==> src/rtl/clk_period_meter.sv <==
// Measures period and high time of a slow, asynchronous clock-like input in system clock cycles.
// It also reports frequency lock after repeated equal periods, and a stall when no rising edge arrives.
module clk_period_meter #(
    parameter int WIDTH       = 16,
    parameter int SYNC_STAGES = 2,
    parameter int TIMEOUT     = 65535,
    parameter int LOCK_COUNT  = 4
) (
    input  logic             clk,
    input  logic             rst,
    input  logic             sig_in,
    output logic [WIDTH-1:0] period,
    output logic [WIDTH-1:0] high_time,
    output logic             meas_valid,
    output logic             locked,
    output logic             stalled,
    output logic             dbg_state
);

    localparam int MW = (LOCK_COUNT < 1) ? 1 : $clog2(LOCK_COUNT + 1);
    localparam logic [MW-1:0]    LOCK_MAX  = MW'(LOCK_COUNT);
    localparam logic [WIDTH-1:0] TIMEOUT_W = WIDTH'(TIMEOUT);

    typedef enum logic {IDLE = 1'b0, RUN = 1'b1} state_e;

    state_e state_q, state_d;

    logic [SYNC_STAGES-1:0] sync_q;
    logic                   s_d_q;
    logic                   s, rise, fall;

    logic [WIDTH-1:0] cnt_q, cnt_d;
    logic [WIDTH-1:0] hi_lat_q, hi_lat_d;
    logic [WIDTH-1:0] last_period_q, last_period_d;
    logic [MW-1:0]    match_q, match_d;
    logic [WIDTH-1:0] period_q, period_d;
    logic [WIDTH-1:0] high_q, high_d;
    logic             valid_q, valid_d;
    logic             locked_q, locked_d;
    logic             stalled_q, stalled_d;

    // Bit 0 takes the raw input; the oldest stage is the synchronised level.
    always_ff @(posedge clk or negedge rst) begin
        if (!rst) begin
            sync_q <= '0;
            s_d_q  <= 1'b0;
        end else begin
            sync_q <= {sync_q[SYNC_STAGES-2:0], sig_in};
            s_d_q  <= sync_q[SYNC_STAGES-1];
        end
    end

    assign s    = sync_q[SYNC_STAGES-1];
    assign rise = s & ~s_d_q;
    assign fall = ~s & s_d_q;

    always_ff @(posedge clk or negedge rst) begin
        if (!rst) state_q <= IDLE;
        else      state_q <= state_d;
    end

    always_comb begin
        state_d = state_q;
        unique case (state_q)
            IDLE: if (rise) state_d = RUN;
            RUN:  if (!rise && cnt_q == TIMEOUT_W) state_d = IDLE;
            default: state_d = IDLE;
        endcase
    end

    // A rise coinciding with the timeout is a valid measurement, so rise is tested first.
    always_comb begin
        cnt_d         = cnt_q;
        hi_lat_d      = hi_lat_q;
        last_period_d = last_period_q;
        match_d       = match_q;
        period_d      = period_q;
        high_d        = high_q;
        valid_d       = 1'b0;
        locked_d      = locked_q;
        stalled_d     = stalled_q;
        unique case (state_q)
            IDLE: begin
                if (rise) begin
                    cnt_d     = WIDTH'(1);
                    stalled_d = 1'b0;
                end
            end
            RUN: begin
                if (rise) begin
                    period_d = cnt_q;
                    high_d   = hi_lat_q;
                    valid_d  = 1'b1;
                    cnt_d    = WIDTH'(1);
                    if (cnt_q == last_period_q)
                        match_d = (match_q >= LOCK_MAX) ? LOCK_MAX : match_q + MW'(1);
                    else
                        match_d = MW'(1);
                    last_period_d = cnt_q;
                    locked_d      = (match_d >= LOCK_MAX);
                end else if (cnt_q == TIMEOUT_W) begin
                    stalled_d     = 1'b1;
                    locked_d      = 1'b0;
                    match_d       = '0;
                    last_period_d = '0;
                end else begin
                    cnt_d = cnt_q + WIDTH'(1);
                    if (fall) hi_lat_d = cnt_q;
                end
            end
            default: ;
        endcase
    end

    always_ff @(posedge clk or negedge rst) begin
        if (!rst) begin
            cnt_q         <= '0;
            hi_lat_q      <= '0;
            last_period_q <= '0;
            match_q       <= '0;
            period_q      <= '0;
            high_q        <= '0;
            valid_q       <= 1'b0;
            locked_q      <= 1'b0;
            stalled_q     <= 1'b0;
        end else begin
            cnt_q         <= cnt_d;
            hi_lat_q      <= hi_lat_d;
            last_period_q <= last_period_d;
            match_q       <= match_d;
            period_q      <= period_d;
            high_q        <= high_d;
            valid_q       <= valid_d;
            locked_q      <= locked_d;
            stalled_q     <= stalled_d;
        end
    end

    assign period     = period_q;
    assign high_time  = high_q;
    assign meas_valid = valid_q;
    assign locked     = locked_q;
    assign stalled    = stalled_q;
    assign dbg_state  = state_q;

endmodule

==> config.mk <==
export PLATFORM = sky130hd
export DESIGN_NAME = clk_period_meter
export DESIGN_NICKNAME = d
export VERILOG_FILES = /design/src/rtl/clk_period_meter.sv
export SDC_FILE = /design/constraint.sdc
export NUM_CORES = 1
export LEC_CHECK = 0
export CAP_MARGIN = 20
export CORE_AREA = 2 2 102 104
export CTS_BUF_LIST = sky130_fd_sc_hd__clkbuf_8 sky130_fd_sc_hd__clkbuf_16
export DETAILED_ROUTE_END_ITERATION = 10
export DIE_AREA = 0 0 104 106
export SLEW_MARGIN = 20
export SYNTH_ARGS = -nofsm -noshare
export SYNTH_HDL_FRONTEND = slang
export SYNTH_SLANG_ARGS = --single-unit
==> constraint.sdc <==
create_clock -name clk -period 2.57 [get_ports clk]
set_clock_uncertainty 0.05 [all_clocks]
set_input_delay 0.514 -clock clk [delete_from_list [all_inputs] [get_ports clk]]
set_output_delay 0.514 -clock clk [all_outputs]
set_load 0.03 [all_outputs]
-- After elaboration in Yosys (flattened, before gate mapping)
Index checks and enable logic that the tools add are counted.
- logic and storage cells: 59
- input port bits: 3
- flip-flop bits (word level): 90
- reductions and logical operators: 8
- muxes and demuxes: 22
- order comparisons: 2
- bitwise operators: 7
- $add $sub $neg: 2
- equality and inequality tests: 6
- operators with widths (operator ; number):
    $mux 16 ; 5
    $pmux 16 s2 ; 1
    $mux 3 ; 6
    $add 16x1->16 const B ; 1
    $eq 16x16->1 ; 1
    $eq 16x16->1 const B ; 1
    $mux 1 ; 8
    $ge 3x3->1 const B ; 2
    $reduce_and 2->1 ; 3
    $not 1->1 ; 5
    $ne 2x2->1 const B ; 2
    $pmux 1 s2 ; 2
    $reduce_and 4->1 ; 1
    $add 3x1->3 const B ; 1
    $ne 3x3->1 const B ; 1
    $reduce_and 3->1 ; 1
    $and 1x1->1 ; 2
    $ne 2x1->1 const B ; 1
    $reduce_bool 2->1 ; 1
    $logic_and 1x1->1 ; 1
    $logic_not 1->1 ; 1

-- Logic depth before layout (Yosys ltp)
- depth after elaboration: 7
- depth in mapped cells: 9

-- Worst setup path before layout
No wires, ideal clock.
- path kind: register to register
- start point: reg cnt_q[0]
- end point: reg hi_lat_q[10]
- buffers on the path: 3
- period minus slack after synthesis: 2.169 ns
- data arrival time: 1.994 ns
- library setup time: 0.125 ns
- cell stages (with the launch flop): 10
- setup slack: 0.401 ns
- required time: 2.395 ns
- cell sequence: dfrtp_1 > ha_1 > inv_1 > or3_1 > buf_6 > o21ai_4 > or3b_1 > buf_6 > buf_12 > mux2_4
- cells in the longest elaborated chain, start to end: 3
- ends and longest elaborated chain (what ; RTL line ; RTL):
    start, declared ; 32 ; logic [WIDTH-1:0] cnt_q, cnt_d;
    start signal, assigned ; 127 ; cnt_q <= cnt_d;
    $eq 16x16->1 ; 101 ; end else if (cnt_q == TIMEOUT_W) begin
    $not 1->1 (no line) ; -- ;
    $reduce_and 4->1 (no line) ; -- ;
    end signal, assigned ; 128 ; hi_lat_q <= hi_lat_d;
    end, declared ; 33 ; logic [WIDTH-1:0] hi_lat_q, hi_lat_d;
Every way passes these cells.
A chain may end at the register's enable or synchronous reset.

-- Final worst setup path
- start point: reg cnt_q[0]
- end point: reg hi_lat_q[2]
The elaborated chain is that of the path after synthesis.

==> impl_metrics.ini <==
[floorplanning]
dieArea_um2 = 11000
die_h_um = 106
fp.dieW_um = 104
initial_core_util_pct = 39.0
core_um2 = 10000
num_rows = 37
ios = 39

[synth]
synth_xor_area_share_pct = 6.96
syn_area_um2 = 3900
yosysSeqAreaShare_pct = 57.1
syn_inst = 376
yosysWarnings = 0
synth_compound_area_share_pct = 2.08
synthMuxAreaShare_pct = 5.83
synthAdderAreaFrac_pct = 0.962
yosys.area_share.simple_pct = 21.4
syn_avg_cell_area_um2 = 10.4
synth_nets = 382
synth_top_family_by_area = simple AND/OR/NAND/NOR gates
yosys.cell_types.count = 40
ys_seq_elements = 89

[detailed_routing]
drt_iter0_markers = 139
num_vias = 2661
via_per_inst = 4.78
wire_per_inst_um = 14.8
drc = 0
drtAntennaViolNets = 0
drt_pass1_iterations = 4
wirelength_mm = 8.24

[final_layout]
layout_commonest_cell = nand2_1
mostFrequentLayoutCells = 141 x nand2_1, 89 x dfrtp_1, 37 x clkdlybuf4s50_1
syn_to_final_growth_pct = 17.8
final_layout_size_suffix_gt1_share_pct = 12.8
nNetsFinal = 422
diodes = 0
final_cells = 557
fill_cells = 975

[placed_design]
dp_slack_ps = 244
port_buffers = 38
dp.cells = 541
dp_hpwl_mm = 5.74
routabilityCongestion = 0.853

[sta]
tightestPinTransition_ps = 590
fin_crit_ps = 2330
max_freq_mhz = 428
maxSlewHeadroom_pct = 60.7
hold_violations = 0
slew_violations = 0
rsz0062_at_grt = false
setup_ws_ps = 235
setup_tns_ps = 0
fin_crit_sh_pct = 90.8
setup_violations = 0

[global_routing]
grt_pass1_vias = 2690
grt_usage_pct = 16.0
antenna_found_initial = 0
grt_pass1_wl_mm = 13.7
grt_max_degree = 47
grt-ovfl-total = 0

[cts]
cts.repair_timing.setup_buffer_count = 0
numCtsBuffers = 9
path_clk_slew_ps = 90
htree_levels = 3
insertion_delay_ps = 350
cts_sinks = 89
hold_buffers = 0
cts_resized = 0
cts_tree = built
cts.path.max_buffers = 2
cts_root_buf = clkbuf_8

[power_and_ir_drop]
p_clk_share_pct = 30.2
seqPwrFrac_pct = 51.2
p_int_uw = 2270
power_switching_uw = 985
power.density_nw_per_um2 = 708
vdd_drop_max_mv = 0.292
power_frac_comb_pct = 18.6
switching_share_pct = 30.2
leakage_uw = 0.00238

[worst_setup_path]
reg2reg_depth = 7
end_kind = flip-flop
critPathKind = flip-flop to flip-flop
required_ps = 2770
max_stage_delay_ps = 480
critical_path.slowest_cell = dfrtp_1
crit_chain = ha_1 > inv_1 > or3_1 > o21ai_4 > or3b_1 > buf_12 > mux2_2
worst-r2r-setup-slack_ps = 240
setup.worst_path.start_class = flip-flop
cp.arrival_ps = 2530
crit-reg2reg-capture = hi_lat_q[2]$_DFFE_PN0P_
rr_startpoint = cnt_q[0]$_DFFE_PN0P_
path_max_fanout = 16

[run_status]
status = finished clean

[job]
maxCapViolations = 0

[min_path]
hold_path.class = input pin to async pin
-- worst max path at each step --
stage,from,end,slack (ps)
3_3_place_gp,cnt_q[0]$_DFFE_PN0P_,hi_lat_q[15]$_DFFE_PN0P_,300
5_1_grt,cnt_q[0]$_DFFE_PN0P_,hi_lat_q[0]$_DFFE_PN0P_,100
3_5_place_dp,cnt_q[0]$_DFFE_PN0P_,hi_lat_q[0]$_DFFE_PN0P_,240
2_1_floorplan,cnt_q[0]$_DFFE_PN0P_,hi_lat_q[10]$_DFFE_PN0P_,400
6_report,cnt_q[0]$_DFFE_PN0P_,hi_lat_q[2]$_DFFE_PN0P_,240
4_1_cts,cnt_q[0]$_DFFE_PN0P_,hi_lat_q[0]$_DFFE_PN0P_,230
-- per-stage QoR --
| step | hold WS (ps) | cell area (µm²) | util (%) | total power, µW |
|---|---|---|---|---|
| 2_1_floorplan | 168 | 3900 | - | 2060 |
| 3_3_place_gp | 285 | 4390 | 43.9 | 2290 |
| 3_5_place_dp | 285 | 4390 | 43.9 | 2310 |
| 4_1_cts | 113 | 4600 | 46.0 | 3300 |
| 5_1_grt | 130 | 4600 | 46.0 | 3430 |
| 6_report | 110 | 4600 | 46.0 | 3260 |
-- flip-flops by register name, summed over array words and instances (netlist names) --
register       flops
match_q            3
cnt_q             16
stalled            1
dbg_state          1
hi_lat_q          16
sync_q             2
last_period_q     16
period            16
high_time         16
s_d_q              1
meas_valid         1
-- worst max-delay path: cells and delay by family (launching register included) --
kind            cells  cell delay [ps]
mux                 1              340
compound gates      1              210
flops               1              480
simple gates        2              660
buf+inv             2              230
fa+ha+maj           1              240
-- layout make-up --
class                           count  area (µm²)  area share, %
Multi-Input combinational cell    257        1460           31.7
Tap cell                          136         170           3.70
Clock inverter                      6        65.1           1.42
Sequential cell                    89        2230           48.4
Clock buffer                       10         138           2.99
Inverter                            5        18.8          0.408
Timing Repair Buffer               54         523           11.4
-- synth_stat cells --
library cell  number  area [µm²]
nand2_1          141         529
dfrtp_1           89        2230
xor2_1            21         184
nor2_1            20        75.1
mux2_4            10         150
xnor2_1           10        87.6
buf_6              8        90.1
clkbuf_1           8        30.0
nor4_1             7        43.8
buf_2              6        30.0
mux2_2             6        67.6
nand3_1            6        30.0
nand4_1            6        37.5
inv_1              4        15.0
nor3_1             4        20.0
ha_1               3        37.5
o21ai_0            3        15.0
a211oi_1           2        15.0
a21oi_1            1        5.00
a32o_1             1        10.0
and3_2             1        7.51
and4_4             1        11.3
buf_12             1        20.0
buf_4              1        7.51
clkbuf_16          1        25.0
clkinv_1           1        3.75
mux2i_1            1        10.0
nand2b_1           1        6.26
nand3_2            1        10.0
nand3b_1           1        7.51
nand4_4            1        21.3
nor2b_1            1        6.26
nor3b_1            1        7.51
nor4b_1            1        8.76
o21a_1             1        7.51
o21ai_1            1        5.00
o21ai_4            1        16.3
o31ai_1            1        7.51
or3_1              1        6.26
or3b_1             1        8.76
-- routing by layer --
metal  up-vias  wire length (µm)  global-route usage (%)
met5         -                 0                       0
met4         0                68                    5.21
met3         4               385                    4.48
met2        69              3840                    25.5
met1      1301              3950                    21.3
li1       1287                 -                       -
-- cell families (layout without fill, tap and decap cells) --
group / after synthesis / in the layout
adders and majority gates: 3 / 3
xor gates and xnor gates: 31 / 31
AOI/OAI and AO/OA: 11 / 11
and+or+nand+nor: 195 / 195
muxes: 17 / 17
buffers and inverters: 30 / 75
DFF: 89 / 89
-- power by group through the flow --
stage,combinational (µW),sequential [µW],clock [µW]
final,607,1670,983
after global routing,671,1690,1070
after CTS,614,1670,1010
after detailed placement,612,1690,0
after global placement,604,1690,0
after floorplan,311,1750,0
Power figures use the tool's default switching activity.
==> RTL edit, RTL diff (same flow settings) <==
The parameter `LOCK_COUNT` goes from 4 to 8.
--- a/src/rtl/clk_period_meter.sv
+++ b/src/rtl/clk_period_meter.sv
@@ -6,3 +6,3 @@
     parameter int TIMEOUT     = 65535,
-    parameter int LOCK_COUNT  = 4
+    parameter int LOCK_COUNT  = 8
 ) (
Function: same outputs for any inputs over 10 cycles, from zero or initial values and one cycle with rst low; that may be too few to reach the edited logic, so the function may still have changed.
==> RTL edit against the unedited design <==
Register-to-register slack better by 0.14 ns. Routed wire length down 4.5%. Total power up 0.53%. Final area up 1.6%. Synthesized area up 1.2%. Hold slack worse by 0.092 ns. Setup slack better by 0.038 ns. Fmax up 1.7%. First-iteration DRC count up 34%. Global-route usage down 0.68 points. Sequential cell count up 2. Synthesized cell count down 2.4%. Non-clock buffer count down 2. Highest routed layer unchanged.
==> RTL edit: results (changes against the unedited design) <==
Area fraction of the dominant cell type after synthesis -> 0.577 (+0.00617)
Complex-gate fraction of the synthesized area -> 0.0795 (+0.0587)
Invs w/o clock -> 6 (+1)
Non-CTS buffers -> 52 (-3.7%)
Met2 GRT Util -> 0.234 (-0.0207)
Worst slew margin -> 0.637 (+0.0304)
Mux contribution to synthesized area -> 0.0577 (-0.000665)
CP Max Fanout -> 11 (-5)
Register area share after synthesis -> 0.577 (+0.00617)
Routed wl met2 -> 3630 um (-5.3%)
P&R area growth vs syn -> 18.3%
GRT Util Overall -> 0.153 (-0.00683)
Post-Synth XOR/XNOR Area -> 0.0621 (-0.00745)
Global-route wire length before repair -> 13300 um (-2.9%)
Via/cell ratio -> 4.80 (+0.49%)
DRT iter0 DRCs -> 186 (+34%)
Layout fillers -> 949 (-2.7%)
Post-Synth Adder-Cell Area -> 0.00951 (-0.000110)
Pwr Density -> 701 mW/mm^2 (-1.0%)
Clk cell area share -> 0.0431 (-0.000953)
CP max-delay cell -> clkdlybuf4s50_1
Top cells by count, synth -> nand2_1, dfrtp_1, xor2_1, nor2_1, a22o_1
Worst Path Arrival -> 1.73 ns (-0.80 ns)
Outcome -> complete, no violations
Pin count of the biggest net entering global routing -> 64 (+36%)
Met3 wire len -> 226 um (-41%)
Dpl hpwl -> 5430 um (-5.5%)
Sequential share of cell area -> 0.488 (+0.00319)
#MultiIn Comb -> 241 (-6.2%)
Largest delay share family, worst path -> buffers and inverters
Final Instance Area -> 0.00467 mm^2 (+1.6%)
## RTL edit: cell count changes in the layout (fill, tap and decap cells not counted), moves of 3 or more
cell | before | now
inv_1 | 4 | 7
o2bb2ai_1 | 0 | 3
a21oi_1 | 1 | 5
mux2_2 | 6 | 0
nand2_1 | 141 | 101
mux2_1 | 0 | 6
a22o_1 | 0 | 17
## RTL edit: worst paths after layout
check	slack, ns	endpoint	startpoint	cells past startpoint
min reg2reg	0.31	sync_q[1]$_DFF_PN0_	sync_q[0]$_DFF_PN0_	0
max reg2reg	0.38	hi_lat_q[0]$_DFFE_PN0P_	cnt_q[12]$_DFFE_PN0P_	6
min	0.02	high_time[4]$_DFFE_PN0P_	rst	1
max	0.27	dbg_state	dbg_state$_DFF_PN0_	1
max in group asynchronous	1.80	match_q[3]$_DFFE_PN0P_	rst	2
min in group clk	0.31	sync_q[1]$_DFF_PN0_	sync_q[0]$_DFF_PN0_	0
